$ cat src/rtl/fma_operand_feeder_if.sv
// Host, FMA and result signals of fma_operand_feeder bundled into one interface.
// slave = the feeder itself; master = whatever drives it (host, FMA core, bench).
interface fma_feeder_if #(parameter int FP = 32);
    logic          host_valid_in;
    logic          host_ready_out;
    logic [FP-1:0] host_float_0_in;
    logic [FP-1:0] host_float_1_in;
    logic          host_last_in;
    logic          fma_req_in;
    logic          fma_busy_in;
    logic [FP-1:0] float_0_out;
    logic [FP-1:0] float_1_out;
    logic          float_0_req_out;
    logic          float_1_req_out;
    logic          last_out;
    logic [FP-1:0] fma_answer_in;
    logic          fma_ready_answer_in;
    logic          fma_overflow_in;
    logic          fma_underflow_in;
    logic [FP-1:0] result_out;
    logic          result_overflow_out;
    logic          result_underflow_out;
    logic          result_valid_out;
    logic          result_ready_in;
    logic          busy_out;
    logic          error_out;
    logic [2:0]    state_out;

    modport slave (
        input  host_valid_in, host_float_0_in, host_float_1_in, host_last_in,
               fma_req_in, fma_busy_in, fma_answer_in, fma_ready_answer_in,
               fma_overflow_in, fma_underflow_in, result_ready_in,
        output host_ready_out, float_0_out, float_1_out, float_0_req_out,
               float_1_req_out, last_out, result_out, result_overflow_out,
               result_underflow_out, result_valid_out, busy_out, error_out, state_out
    );

    modport master (
        output host_valid_in, host_float_0_in, host_float_1_in, host_last_in,
               fma_req_in, fma_busy_in, fma_answer_in, fma_ready_answer_in,
               fma_overflow_in, fma_underflow_in, result_ready_in,
        input  host_ready_out, float_0_out, float_1_out, float_0_req_out,
               float_1_req_out, last_out, result_out, result_overflow_out,
               result_underflow_out, result_valid_out, busy_out, error_out, state_out
    );
endinterface

$ cat src/rtl/fma_operand_feeder.sv
// Operand FIFO + two-beat dispatcher feeding the FMA core, with answer capture/hold.
// Optional answer watchdog enabled by defining FMA_FEEDER_TIMEOUT_EN.
module fma_operand_feeder #(
    parameter int FP      = 32,
    parameter int DEPTH   = 4,
    parameter int TIMEOUT = 64
) (
    input  logic        clk,
    input  logic        rst,
    fma_feeder_if.slave bus
);
    localparam int AW = $clog2(DEPTH);

    typedef enum logic [2:0] {
        S_IDLE   = 3'd0,
        S_SEND_0 = 3'd1,
        S_SEND_1 = 3'd2,
        S_WAIT   = 3'd3,
        S_HOLD   = 3'd4,
        S_ERROR  = 3'd7
    } state_t;

    logic [2*FP:0] r_mem [DEPTH];
    logic [AW-1:0] r_wr, r_rd;
    logic [AW:0]   r_cnt;
    state_t        r_state;
    logic [FP-1:0] r_f0, r_f1, r_res;
    logic          r_ent_last, r_f0_req, r_f1_req, r_last;
    logic          r_valid, r_ovf, r_unf, r_err;

    logic w_full, w_empty, w_ready, w_push, w_pop, w_ans, w_to_hit;
    logic [2*FP:0] w_head;

    assign w_full  = (r_cnt == (AW+1)'(DEPTH));
    assign w_empty = (r_cnt == '0);
    // rst gates ready combinationally so it reads 0 for the whole reset window
    assign w_ready = rst && !w_full;
    assign w_push  = bus.host_valid_in && w_ready;
    assign w_ans   = bus.fma_ready_answer_in;
    // an answer arriving in IDLE is a violation and wins over a dispatch
    assign w_pop   = (r_state == S_IDLE) && !w_empty && bus.fma_req_in &&
                     !bus.fma_busy_in && !w_ans;
    assign w_head  = r_mem[r_rd];

`ifdef FMA_FEEDER_TIMEOUT_EN
    localparam int TW = $clog2(TIMEOUT + 1);
    logic [TW-1:0] r_to_cnt;

    always_ff @(posedge clk or negedge rst) begin
        if (!rst)                  r_to_cnt <= '0;
        else if (r_state != S_WAIT) r_to_cnt <= '0;
        else                       r_to_cnt <= r_to_cnt + 1'b1;
    end
    assign w_to_hit = (r_state == S_WAIT) && (r_to_cnt == TW'(TIMEOUT - 1));
`else
    // watchdog compiled out: WAIT_ANSWER never expires
    assign w_to_hit = 1'b0 & (TIMEOUT > 0);
`endif

    always_ff @(posedge clk) begin
        if (w_push) r_mem[r_wr] <= {bus.host_last_in, bus.host_float_1_in, bus.host_float_0_in};
    end

    always_ff @(posedge clk or negedge rst) begin
        if (!rst) begin
            r_wr <= '0; r_rd <= '0; r_cnt <= '0;
            r_state <= S_IDLE;
            r_f0 <= '0; r_f1 <= '0; r_res <= '0;
            r_ent_last <= 1'b0; r_f0_req <= 1'b0; r_f1_req <= 1'b0; r_last <= 1'b0;
            r_valid <= 1'b0; r_ovf <= 1'b0; r_unf <= 1'b0; r_err <= 1'b0;
        end else begin
            if (w_push) r_wr <= r_wr + 1'b1;
            if (w_pop)  r_rd <= r_rd + 1'b1;
            case ({w_push, w_pop})
                2'b10:   r_cnt <= r_cnt + 1'b1;
                2'b01:   r_cnt <= r_cnt - 1'b1;
                default: ;
            endcase

            r_f0_req <= 1'b0;
            r_f1_req <= 1'b0;
            r_last   <= 1'b0;

            if (w_ans && r_state != S_WAIT && r_state != S_ERROR) begin
                r_state <= S_ERROR;
                r_err   <= 1'b1;
                r_valid <= 1'b0;
            end else begin
                case (r_state)
                    S_IDLE: if (w_pop) begin
                        r_f0       <= w_head[FP-1:0];
                        r_f1       <= w_head[2*FP-1:FP];
                        r_ent_last <= w_head[2*FP];
                        r_f0_req   <= 1'b1;
                        r_state    <= S_SEND_0;
                    end
                    S_SEND_0: begin
                        r_f1_req <= 1'b1;
                        r_last   <= r_ent_last;
                        r_state  <= S_SEND_1;
                    end
                    S_SEND_1: r_state <= r_ent_last ? S_WAIT : S_IDLE;
                    S_WAIT: begin
                        if (w_ans) begin
                            r_res   <= bus.fma_answer_in;
                            r_ovf   <= bus.fma_overflow_in;
                            r_unf   <= bus.fma_underflow_in;
                            r_valid <= 1'b1;
                            r_state <= S_HOLD;
                        end else if (w_to_hit) begin
                            r_state <= S_ERROR;
                            r_err   <= 1'b1;
                        end
                    end
                    S_HOLD: if (bus.result_ready_in) begin
                        r_valid <= 1'b0;
                        r_state <= S_IDLE;
                    end
                    default: r_state <= S_ERROR;
                endcase
            end
        end
    end

    assign bus.host_ready_out       = w_ready;
    assign bus.float_0_out          = r_f0;
    assign bus.float_1_out          = r_f1;
    assign bus.float_0_req_out      = r_f0_req;
    assign bus.float_1_req_out      = r_f1_req;
    assign bus.last_out             = r_last;
    assign bus.result_out           = r_res;
    assign bus.result_overflow_out  = r_ovf;
    assign bus.result_underflow_out = r_unf;
    assign bus.result_valid_out     = r_valid;
    assign bus.busy_out             = (r_state != S_IDLE) || !w_empty;
    assign bus.error_out            = r_err;
    assign bus.state_out            = r_state;
endmodule
$ cat src/flat_wrapper.sv
// flat-port wrapper written by rule: the top's interface ports become plain ports
module fma_operand_feeder_flat 
#(
    parameter int FP      = 32,
    parameter int DEPTH   = 4,
    parameter int TIMEOUT = 64
)
  (clk, rst, bus_host_valid_in, bus_host_float_0_in, bus_host_float_1_in, bus_host_last_in, bus_fma_req_in, bus_fma_busy_in, bus_fma_answer_in, bus_fma_ready_answer_in, bus_fma_overflow_in, bus_fma_underflow_in, bus_result_ready_in, bus_host_ready_out, bus_float_0_out, bus_float_1_out, bus_float_0_req_out, bus_float_1_req_out, bus_last_out, bus_result_out, bus_result_overflow_out, bus_result_underflow_out, bus_result_valid_out, bus_busy_out, bus_error_out, bus_state_out);
  fma_feeder_if #(.FP(FP)) bus_i ();
  input  logic clk;
  input  logic rst;
  input wire logic [$bits(bus_i.host_valid_in)-1:0] bus_host_valid_in;
  input wire logic [$bits(bus_i.host_float_0_in)-1:0] bus_host_float_0_in;
  input wire logic [$bits(bus_i.host_float_1_in)-1:0] bus_host_float_1_in;
  input wire logic [$bits(bus_i.host_last_in)-1:0] bus_host_last_in;
  input wire logic [$bits(bus_i.fma_req_in)-1:0] bus_fma_req_in;
  input wire logic [$bits(bus_i.fma_busy_in)-1:0] bus_fma_busy_in;
  input wire logic [$bits(bus_i.fma_answer_in)-1:0] bus_fma_answer_in;
  input wire logic [$bits(bus_i.fma_ready_answer_in)-1:0] bus_fma_ready_answer_in;
  input wire logic [$bits(bus_i.fma_overflow_in)-1:0] bus_fma_overflow_in;
  input wire logic [$bits(bus_i.fma_underflow_in)-1:0] bus_fma_underflow_in;
  input wire logic [$bits(bus_i.result_ready_in)-1:0] bus_result_ready_in;
  output wire logic [$bits(bus_i.host_ready_out)-1:0] bus_host_ready_out;
  output wire logic [$bits(bus_i.float_0_out)-1:0] bus_float_0_out;
  output wire logic [$bits(bus_i.float_1_out)-1:0] bus_float_1_out;
  output wire logic [$bits(bus_i.float_0_req_out)-1:0] bus_float_0_req_out;
  output wire logic [$bits(bus_i.float_1_req_out)-1:0] bus_float_1_req_out;
  output wire logic [$bits(bus_i.last_out)-1:0] bus_last_out;
  output wire logic [$bits(bus_i.result_out)-1:0] bus_result_out;
  output wire logic [$bits(bus_i.result_overflow_out)-1:0] bus_result_overflow_out;
  output wire logic [$bits(bus_i.result_underflow_out)-1:0] bus_result_underflow_out;
  output wire logic [$bits(bus_i.result_valid_out)-1:0] bus_result_valid_out;
  output wire logic [$bits(bus_i.busy_out)-1:0] bus_busy_out;
  output wire logic [$bits(bus_i.error_out)-1:0] bus_error_out;
  output wire logic [$bits(bus_i.state_out)-1:0] bus_state_out;
  assign bus_i.host_valid_in = bus_host_valid_in;
  assign bus_i.host_float_0_in = bus_host_float_0_in;
  assign bus_i.host_float_1_in = bus_host_float_1_in;
  assign bus_i.host_last_in = bus_host_last_in;
  assign bus_i.fma_req_in = bus_fma_req_in;
  assign bus_i.fma_busy_in = bus_fma_busy_in;
  assign bus_i.fma_answer_in = bus_fma_answer_in;
  assign bus_i.fma_ready_answer_in = bus_fma_ready_answer_in;
  assign bus_i.fma_overflow_in = bus_fma_overflow_in;
  assign bus_i.fma_underflow_in = bus_fma_underflow_in;
  assign bus_i.result_ready_in = bus_result_ready_in;
  assign bus_host_ready_out = bus_i.host_ready_out;
  assign bus_float_0_out = bus_i.float_0_out;
  assign bus_float_1_out = bus_i.float_1_out;
  assign bus_float_0_req_out = bus_i.float_0_req_out;
  assign bus_float_1_req_out = bus_i.float_1_req_out;
  assign bus_last_out = bus_i.last_out;
  assign bus_result_out = bus_i.result_out;
  assign bus_result_overflow_out = bus_i.result_overflow_out;
  assign bus_result_underflow_out = bus_i.result_underflow_out;
  assign bus_result_valid_out = bus_i.result_valid_out;
  assign bus_busy_out = bus_i.busy_out;
  assign bus_error_out = bus_i.error_out;
  assign bus_state_out = bus_i.state_out;
  fma_operand_feeder #(.FP(FP), .DEPTH(DEPTH), .TIMEOUT(TIMEOUT)) u_core (.clk(clk), .rst(rst), .bus(bus_i));
endmodule
$ cat config.mk
export PLATFORM = sky130hd
export DESIGN_NAME = fma_operand_feeder_flat
export DESIGN_NICKNAME = d
export VERILOG_FILES = /design/src/rtl/fma_operand_feeder_if.sv /design/src/rtl/fma_operand_feeder.sv /design/src/flat_wrapper.sv
export SDC_FILE = /design/constraint.sdc
export NUM_CORES = 1
export LEC_CHECK = 0
export CAP_MARGIN = 10
export CORE_ASPECT_RATIO = 0.8
export CORE_UTILIZATION = 45
export DETAILED_ROUTE_END_ITERATION = 12
export GPL_ROUTABILITY_DRIVEN = 1
export PLACE_DENSITY = 0.69
export SLEW_MARGIN = 0
export SYNTH_ARGS = -nofsm -noshare
export SYNTH_HDL_FRONTEND = slang
export SYNTH_SLANG_ARGS = --single-unit
$ cat constraint.sdc
create_clock -name clk -period 6.6 [get_ports clk]
set_input_delay 1.98 -clock clk [delete_from_list [all_inputs] [get_ports clk]]
set_output_delay 1.98 -clock clk [all_outputs]
set_load 0.1 [all_outputs]
==> flow_metrics.py, run 1 <==
metrics = {
    "outcome": {
        "status": "finished, final reports clean",
    },
    "setup_path": {
        "cp_cell_sequence": "buf_6, o31a_1, buf_4",
        "path_class": "input pin to output port",
        "crit_path_end_kind": "output port",
        "crit_buf_inv": 2,
        "slowest_stage": "buf_6",
        "reg2reg_depth": 9,
        "cpPeakStageDelay_ns": 0.46,
        "crit_fanout": 60,
        "path_depth": 3,
        "cp.required_ns": 4.62,
        "worst_setup_path_start_kind": "input pin",
        "critical_path_arrival_ns": 2.99,
        "critPathTopFamily": "buffers and inverters",
    },
    "synth": {
        "synth_area_sq_um": 13900,
        "syn-mean-instance-area_sq_um": 22.2,
        "syn_nets": 738,
        "syn_inst": 626,
        "ys_seq_area_frac": 0.766,
        "yosys.area.top_type": "edfxtp_1",
        "synth_seq_cells": 374,
        "yosysWarnings": 0,
        "synth_top_area_frac": 0.561,
        "synth_cell_types": 40,
        "ys_top_cells_by_area": "edfxtp_1 (56%), dfrtp_1 (20%), mux4_2 (9.7%)",
    },
    "clock_network": {
        "cts_tree": "done",
        "ctsHtreeMaxLevel": 2,
        "cts_hold_repair.buffers": 0,
        "cts_num_sinks": 374,
        "path_clk_slew_ns": 0.06,
        "root_buffer": "clkbuf_16",
        "ctsResizeCount": 0,
        "cts_setup_buffers": 0,
        "insertion_delay_ns": 0.52,
        "cts_buffer_depth": 3,
        "cts_buffers": 38,
    },
    "die": {
        "die_area_sq_um": 31700,
        "placementRows": 57,
        "ios": 214,
        "dieHeight_um": 159,
        "start_util": 0.458,
        "die_w_um": 199,
        "core_area_sq_um": 30400,
    },
    "cells_and_area": {
        "drive_gt1_frac": 0.265,
        "fin_cells": 1301,
        "final_common_cell": "edfxtp_1",
        "area_growth_pct": 27.0,
        "nNetsFinal": 970,
        "fin_area_sq_um": 17700,
        "final_cell_mix": "edfxtp_1 (260), clkdlybuf4s50_1 (211), dfrtp_1 (112)",
    },
    "route": {
        "dr.pass1.iters": 4,
        "drt_iter0_drc": 394,
        "routedWlPerCell_um": 20.4,
        "wirelength_um": 26500,
        "vias": 6626,
        "vias_per_cell": 5.09,
        "ant_nets": 0,
        "drc": 0,
    },
    "hold_path": {
        "whs_path_depth": 1,
        "hold_path_class": "flip-flop to flip-flop",
    },
    "timing": {
        "rsz0062_at_grt": "false",
        "max_slew.worst_pin.slew_ns": 1.04,
        "finalClockSkew_ns": 0.0168,
        "final.period_utilization": 0.753,
        "post-route-min-period_ns": 4.97,
        "timing.hold.ws_ns": 0.474,
        "maxSlewHeadroom": 0.305,
        "finalSetupTns_ns": 0,
        "maxSlewViolCount": 0,
        "max_freq_mhz": 201,
        "finalSetupViolations": 0,
        "hold_violations": 0,
    },
    "place": {
        "numPortBuffers": 213,
        "dp.cells": 1231,
        "postPlaceCellArea_sq_um": 16500,
        "dp_hpwl_um": 15300,
        "gp_congestion": 0.707,
    },
    "power_and_ir_drop": {
        "peakVddDrop_mv": 0.222,
        "p_leak_nw": 6.50,
        "power.density_nw_per_um2": 307,
    },
    "job": {
        "cap_violations": 0,
    },
    "global_routing": {
        "grt_start_max_net_pins": 67,
        "grt_pass1_wl_um": 41300,
        "grt-ovfl-total": 0,
        "grt_pass1_vias": 6999,
        "grt_usage": 0.173,
        "antenna_found_initial": 0,
    },
}
power by group:
part | internal (mW) | switching, mW | total [mW]
combinational | 0.180 | 0.363 | 0.543
sequential | 2.74 | 0.0535 | 2.79
clock | 1.24 | 0.854 | 2.10
total | 4.16 | 1.27 | 5.43
path summary, 6_finish.rpt:
check                                         from                        end  slack [ns]
min reg2reg                   u_core.bus.error_out       u_core.bus.error_out        0.47
max                                            rst         bus_host_ready_out        1.63
max in group asynchronous                      rst             u_core.r_rd[0]        3.83
min in group asynchronous                      rst  u_core.bus.result_out[10]        1.46
min                           u_core.bus.error_out       u_core.bus.error_out        0.47
max reg2reg                u_core.bus.state_out[1]            u_core.r_cnt[2]        3.80
sequential cells by signal, summed over array words and instances (netlist names):
signal,cells
u_core.bus.error_out,1
u_core.bus.float_0_out,32
u_core.bus.float_0_req_out,1
u_core.bus.float_1_out,32
u_core.bus.float_1_req_out,1
u_core.bus.last_out,1
u_core.bus.result_out,32
u_core.bus.result_overflow_out,1
u_core.bus.result_underflow_out,1
u_core.bus.result_valid_out,1
u_core.bus.state_out,3
u_core.r_cnt,3
u_core.r_ent_last,1
u_core.r_mem,260
u_core.r_rd,2
u_core.r_wr,2
area by class of cell:
class                           count  area, sq um
Clock buffer                       53         1060
Clock inverter                     16          159
Tap cell                          413          517
Multi-Input combinational cell    214         3060
Antenna cell                        1         2.50
Sequential cell                   374        10700
Fill cell                        2251        12700
Timing Repair Buffer              221         2190
Inverter                            9         33.8
Yosys cell counts, drive strengths merged:
cell type	instances
o211ai	1
nor2	5
or4	2
mux2i	1
o31a	1
o311a	1
dfrtp	114
buf	22
a221oi	1
a21o	2
edfxtp	260
a211o	1
nand4	1
nand3	1
a21boi	1
mux4	65
nand2b	1
and2	5
mux2	100
nor4b	3
or3b	1
clkbuf	7
fa	1
ha	5
nand2	4
inv	9
xor2	1
o21ai	1
nand3b	1
or3	1
xnor2	5
nand4b	1
and3	1
through the flow:
stage / total power [mW] / util / worst slack (ns)
after floorplan: 3.17 / - / 1.86
after global placement: 3.38 / 0.542 / 1.60
after detailed placement: 3.40 / 0.542 / 1.58
after CTS: 5.51 / 0.582 / 1.58
after global routing: 5.65 / 0.582 / 1.51
final: 5.43 / 0.582 / 1.63
metal layers:
metal | GRT usage | vias to the layer above | part of all wire
met2 | 0.270 | 221 | 0.46
met3 | 0.0481 | 33 | 0.073
met5 | 0 | - | 0
met4 | 0.0378 | 0 | 0.014
met1 | 0.245 | 3404 | 0.45
li1 | - | 2968 | -
kinds of logic (layout without fill, tap and decap cells):
logic type | after synthesis | count (layout) | share of synthesized area
compound gates | 9 | 9 | 0.00512
xor+xnor | 6 | 6 | 0.00377
fa+ha+maj | 6 | 6 | 0.00593
buf+inv | 38 | 299 | 0.0162
flops | 374 | 374 | 0.766
mux | 166 | 166 | 0.190
other cells | 0 | 1 | 0
simple gates | 27 | 27 | 0.0135
(Power assumes the default switching activity.)
==> run 2: changes to the inputs <==
- clock period: 6.6 -> 5.02 ns (I/O delays scaled with it)
==> flow_metrics.py, run 2 (synthesis gave the netlist of run 1 again) <==
metrics = {
    "global_routing": {
        "antenna_found_initial": 2,
        "grt-ovfl-total": 0,
        "grt_start_max_net_pins": 72,
        "grt_pass1_vias": 6955,
        "grt_pass1_wl_um": 40700,
        "grt_usage": 0.170,
    },
    "timing": {
        "max_freq_mhz": 233,
        "post-route-min-period_ns": 4.29,
        "finalClockSkew_ns": 0.0221,
        "finalSetupViolations": 0,
        "final.period_utilization": 0.854,
        "rsz0062_at_grt": "false",
        "final.setup.worst_slack_ns": 0.735,
        "max_slew.worst_pin.slew_ns": 1.11,
        "finalSetupTns_ns": 0,
        "hold_violations": 0,
        "maxSlewViolCount": 0,
        "maxSlewHeadroom": 0.258,
    },
    "clock_network": {
        "ctsResizeCount": 0,
        "cts_num_sinks": 374,
        "root_buffer": "clkbuf_16",
        "cts_buffers": 38,
        "cts_tree": "done",
        "insertion_delay_ns": 0.51,
        "ctsHtreeMaxLevel": 2,
        "cts_hold_repair.buffers": 0,
        "path_clk_slew_ns": 0.06,
        "cts_buffer_depth": 3,
        "cts_setup_buffers": 0,
    },
    "die": {
        "die_area_sq_um": 31700,
        "dieHeight_um": 159,
        "core_area_sq_um": 30400,
        "placementRows": 57,
        "die_w_um": 199,
        "start_util": 0.458,
        "ios": 214,
    },
    "place": {
        "gp_congestion": 0.729,
        "numPortBuffers": 213,
        "dp_hpwl_um": 15400,
        "place_ws_ns": 1.09,
        "postPlaceCellArea_sq_um": 16500,
    },
    "setup_path": {
        "critical_path_arrival_ns": 2.78,
        "crit_path_end_kind": "output port",
        "reg2reg_depth": 4,
        "r2r_end": "u_core.bus.float_0_out[31]",
        "rrSetupSlack_ns": 2.60,
        "worst_setup_path_start_kind": "flip-flop",
        "timing.rr.start": "u_core.r_cnt[0]",
        "cp.required_ns": 3.51,
        "crit_fanout": 5,
        "path_class": "flip-flop to output port",
    },
    "power_and_ir_drop": {
        "power.density_nw_per_um2": 413,
        "peakVddDrop_mv": 0.187,
        "p_leak_nw": 6.57,
    },
    "route": {
        "drc": 0,
        "vias_per_cell": 5.12,
        "routedWlPerCell_um": 20.3,
        "ant_nets": 0,
        "dr.pass1.iters": 5,
        "vias": 6663,
        "wirelength_um": 26400,
        "drt_iter0_drc": 357,
    },
    "cells_and_area": {
        "fin_area_sq_um": 17900,
        "final_cell_mix": "edfxtp_1 (260), clkdlybuf4s50_1 (211), dfrtp_1 (112)",
        "top_register": "u_core.r_mem",
        "nNetsFinal": 972,
        "final_common_cell": "edfxtp_1",
        "largest_register_ffs": 260,
        "drive_gt1_frac": 0.269,
        "area_growth_pct": 28.4,
        "diodes": 0,
        "final_util": 0.589,
    },
    "hold_path": {
        "hold_start": "u_core.bus.error_out",
        "whs_endpoint": "u_core.bus.error_out",
        "whs_path_depth": 1,
        "hold_path_class": "flip-flop to flip-flop",
    },
    "outcome": {
        "status": "finished, final reports clean",
    },
    "job": {
        "cap_violations": 0,
    },
}
-- run 2: through the flow --
step / std cells / hold WS (ns) / total power [mW]
floorplan: 626 / 0.502 / 4.16
global placement: 1233 / 0.455 / 4.46
detailed placement: 1233 / 0.448 / 4.48
CTS: 1302 / 0.464 / 7.48
global route: 1302 / 0.497 / 7.67
finish: 1302 / 0.460 / 7.39
-- run 2: power breakdown --
group	internal, mW	switching (mW)	leakage (nW)
Combinational	0.254	0.480	2.03
Sequential	3.60	0.0694	3.89
Clock	1.86	1.13	0.645
-- run 2: worst max-delay path: stages, from the launching register on --
cell,delay [ns]
dfrtp_1,0.42
or3_1,0.46
or4_1,0.42
clkdlybuf4s50_1,0.98
-- run 2: final cells by class --
type,instances,area [sq um]
Clock inverter,21,317
Tap cell,413,517
Fill cell,2264,12500
Inverter,9,33.8
Multi-Input combinational cell,214,3060
Timing Repair Buffer,223,2270
Sequential cell,374,10700
Clock buffer,48,1020
-- run 2: how the worst max path moves through the flow --
| stage | startpoint | endpoint | slack, ns | depth (start not counted) |
|---|---|---|---|---|
| floorplan | rst | bus_host_ready_out | 1.22 | 1 |
| finish | u_core.r_cnt[0] | bus_busy_out | 0.73 | 3 |
| CTS | u_core.r_cnt[0] | bus_busy_out | 0.70 | 3 |
| detailed placement | bus_fma_ready_answer_in | u_core.bus.float_0_out[31] | 1.09 | 5 |
| global placement | bus_fma_ready_answer_in | u_core.bus.float_0_out[30] | 1.15 | 5 |
| global route | u_core.r_cnt[0] | bus_busy_out | 0.63 | 3 |
-- run 2: metal layers --
layer / share of wire / vias up / wire length (um) / GRT usage
li1: - / 2979 / - / -
met1: 0.45 / 3422 / 11900 / 0.239
met2: 0.46 / 215 / 12100 / 0.267
met3: 0.078 / 43 / 2070 / 0.0458
met4: 0.014 / 4 / 374 / 0.0374
met5: 0.0010 / - / 27 / 0
==> run 3: changes to the inputs <==
- clock period: 5.02 -> 4.5 ns (I/O delays scaled with it)
==> flow_metrics.py, run 3 (synthesis gave the netlist of run 1 again) <==
metrics = {
    "place": {
        "dp.cells": 1238,
        "numPortBuffers": 213,
        "gp_congestion": 0.721,
        "dp_hpwl_um": 16300,
        "place_ws_ns": 0.640,
        "postPlaceCellArea_sq_um": 16600,
    },
    "global_routing": {
        "grt-ovfl-total": 0,
        "grt_pass1_vias": 7143,
        "grt_usage": 0.175,
        "antenna_found_initial": 3,
        "grt_pass1_wl_um": 41800,
        "grt_start_max_net_pins": 67,
    },
    "setup_path": {
        "path_depth": 1,
        "slowest_stage": "clkdlybuf4s50_1",
        "r2r_end": "u_core.bus.float_0_out[30]",
        "cp_cell_sequence": "clkdlybuf4s50_1",
        "timing.rr.start": "u_core.r_rd[0]",
        "reg2reg_depth": 3,
        "crit_path_end_kind": "output port",
        "worst_setup_path_start_kind": "flip-flop",
        "cp-endpoint": "bus_state_out[1]",
        "critical_path_arrival_ns": 2.26,
        "rrSetupSlack_ns": 2.16,
        "cp-startpoint": "u_core.bus.state_out[1]",
        "path_class": "flip-flop to output port",
        "cpPeakStageDelay_ns": 1.20,
        "crit_fanout": 11,
        "cp.required_ns": 3.15,
        "critPathTopFamily": "buffers and inverters",
        "crit_buf_inv": 1,
    },
    "cells_and_area": {
        "fin_cells": 1305,
        "drive_gt1_frac": 0.269,
        "area_growth_pct": 27.9,
        "final_common_cell": "edfxtp_1",
        "top_register": "u_core.r_mem",
        "largest_register_ffs": 260,
        "diodes": 0,
        "final_cell_mix": "edfxtp_1 (260), clkdlybuf4s50_1 (210), dfrtp_1 (112)",
        "nNetsFinal": 977,
        "nFillCells": 2271,
        "fin_area_sq_um": 17800,
    },
    "clock_network": {
        "cts_setup_buffers": 0,
        "insertion_delay_ns": 0.51,
        "ctsHtreeMaxLevel": 2,
        "cts_num_sinks": 374,
        "cts_tree": "done",
        "cts_hold_repair.buffers": 0,
        "cts_buffer_depth": 3,
        "root_buffer": "clkbuf_16",
        "cts_buffers": 38,
        "path_clk_slew_ns": 0.06,
        "ctsResizeCount": 0,
    },
    "timing": {
        "finalSetupViolations": 0,
        "rsz0062_at_grt": "false",
        "finalSetupTns_ns": 0,
        "maxSlewHeadroom": 0.289,
        "final.setup.worst_slack_ns": 0.886,
        "max_slew.worst_pin.slew_ns": 1.07,
        "final.period_utilization": 0.803,
        "maxSlewViolCount": 0,
        "max_freq_mhz": 277,
        "hold_violations": 0,
        "post-route-min-period_ns": 3.61,
        "finalClockSkew_ns": 0.0128,
    },
    "die": {
        "ios": 214,
        "start_util": 0.458,
        "die_area_sq_um": 31700,
        "dieHeight_um": 159,
        "core_area_sq_um": 30400,
        "die_w_um": 199,
        "placementRows": 57,
    },
    "job": {
        "cap_violations": 0,
    },
    "route": {
        "wirelength_um": 26900,
        "vias": 6658,
        "ant_nets": 0,
        "drc": 0,
        "dr.pass1.iters": 4,
        "vias_per_cell": 5.10,
        "routedWlPerCell_um": 20.6,
        "drt_iter0_drc": 268,
    },
    "power_and_ir_drop": {
        "peakVddDrop_mv": 0.249,
        "total_power_mw": 8.03,
        "p_leak_nw": 6.55,
        "power.density_nw_per_um2": 451,
    },
    "outcome": {
        "status": "finished, final reports clean",
    },
    "hold_path": {
        "whs_path_depth": 1,
        "hold_path_class": "flip-flop to flip-flop",
    },
}
-- run 3: changes by cell type in the layout (fill, tap and decap cells not counted), sizes merged --
cell           delta
clkinvlp          -2
bufinv            -4
clkinv            -2
clkbuf            +6
clkdlybuf4s50     -1
buf               +6
-- run 3: stage by stage --
| stage | hold slack (ns) | util |
|---|---|---|
| CTS | 0.460 | 0.586 |
| detailed placement | 0.446 | 0.546 |
| floorplan | 0.502 | - |
| global placement | 0.445 | 0.546 |
| finish | 0.458 | 0.586 |
| global route | 0.480 | 0.586 |
-- run 3: worst min path at each step --
stage               slack, ns                   end                 start
finish                   0.46  u_core.bus.error_out  u_core.bus.error_out
detailed placement       0.45  u_core.bus.error_out  u_core.bus.error_out
global route             0.48  u_core.bus.error_out  u_core.bus.error_out
global placement         0.45  u_core.bus.error_out  u_core.bus.error_out
floorplan                0.50       u_core.r_cnt[0]       u_core.r_cnt[0]
CTS                      0.46  u_core.bus.error_out  u_core.bus.error_out
-- run 3: final cells by class --
| type | instances | area, sq um | share of cell area |
|---|---|---|---|
| clock inverter | 13 | 170 | 0.00955 |
| multi-input combinational | 214 | 3060 | 0.172 |
| inverter | 9 | 33.8 | 0.00190 |
| clock buffer | 54 | 1050 | 0.0591 |
| sequential | 374 | 10700 | 0.599 |
| timing repair buffer | 228 | 2320 | 0.130 |
| tap | 413 | 517 | 0.0290 |
-- run 3: per-layer routing --
metal / track usage / up-vias / routed length, um
met3: 0.0474 / 42 / 2050
met1: 0.238 / 3407 / 11500
met4: 0.0392 / 6 / 494
met2: 0.283 / 219 / 12800
met5: 0 / - / 41
li1: - / 2984 / -
-- run 3: worst reg2reg max path, stage by stage (launching register included) --
cell and delay (ns):
dfrtp_4 1.05, buf_12 0.32, mux4_1 0.58, mux2_2 0.27
-- run 3: power by group --
part | leakage (nW) | switching [mW] | total [mW] | internal [mW]
sequential | 3.89 | 0.0786 | 4.09 | 4.01
clock | 0.598 | 1.24 | 3.10 | 1.86
combinational | 2.06 | 0.543 | 0.836 | 0.293
total | 6.55 | 1.86 | 8.03 | 6.16
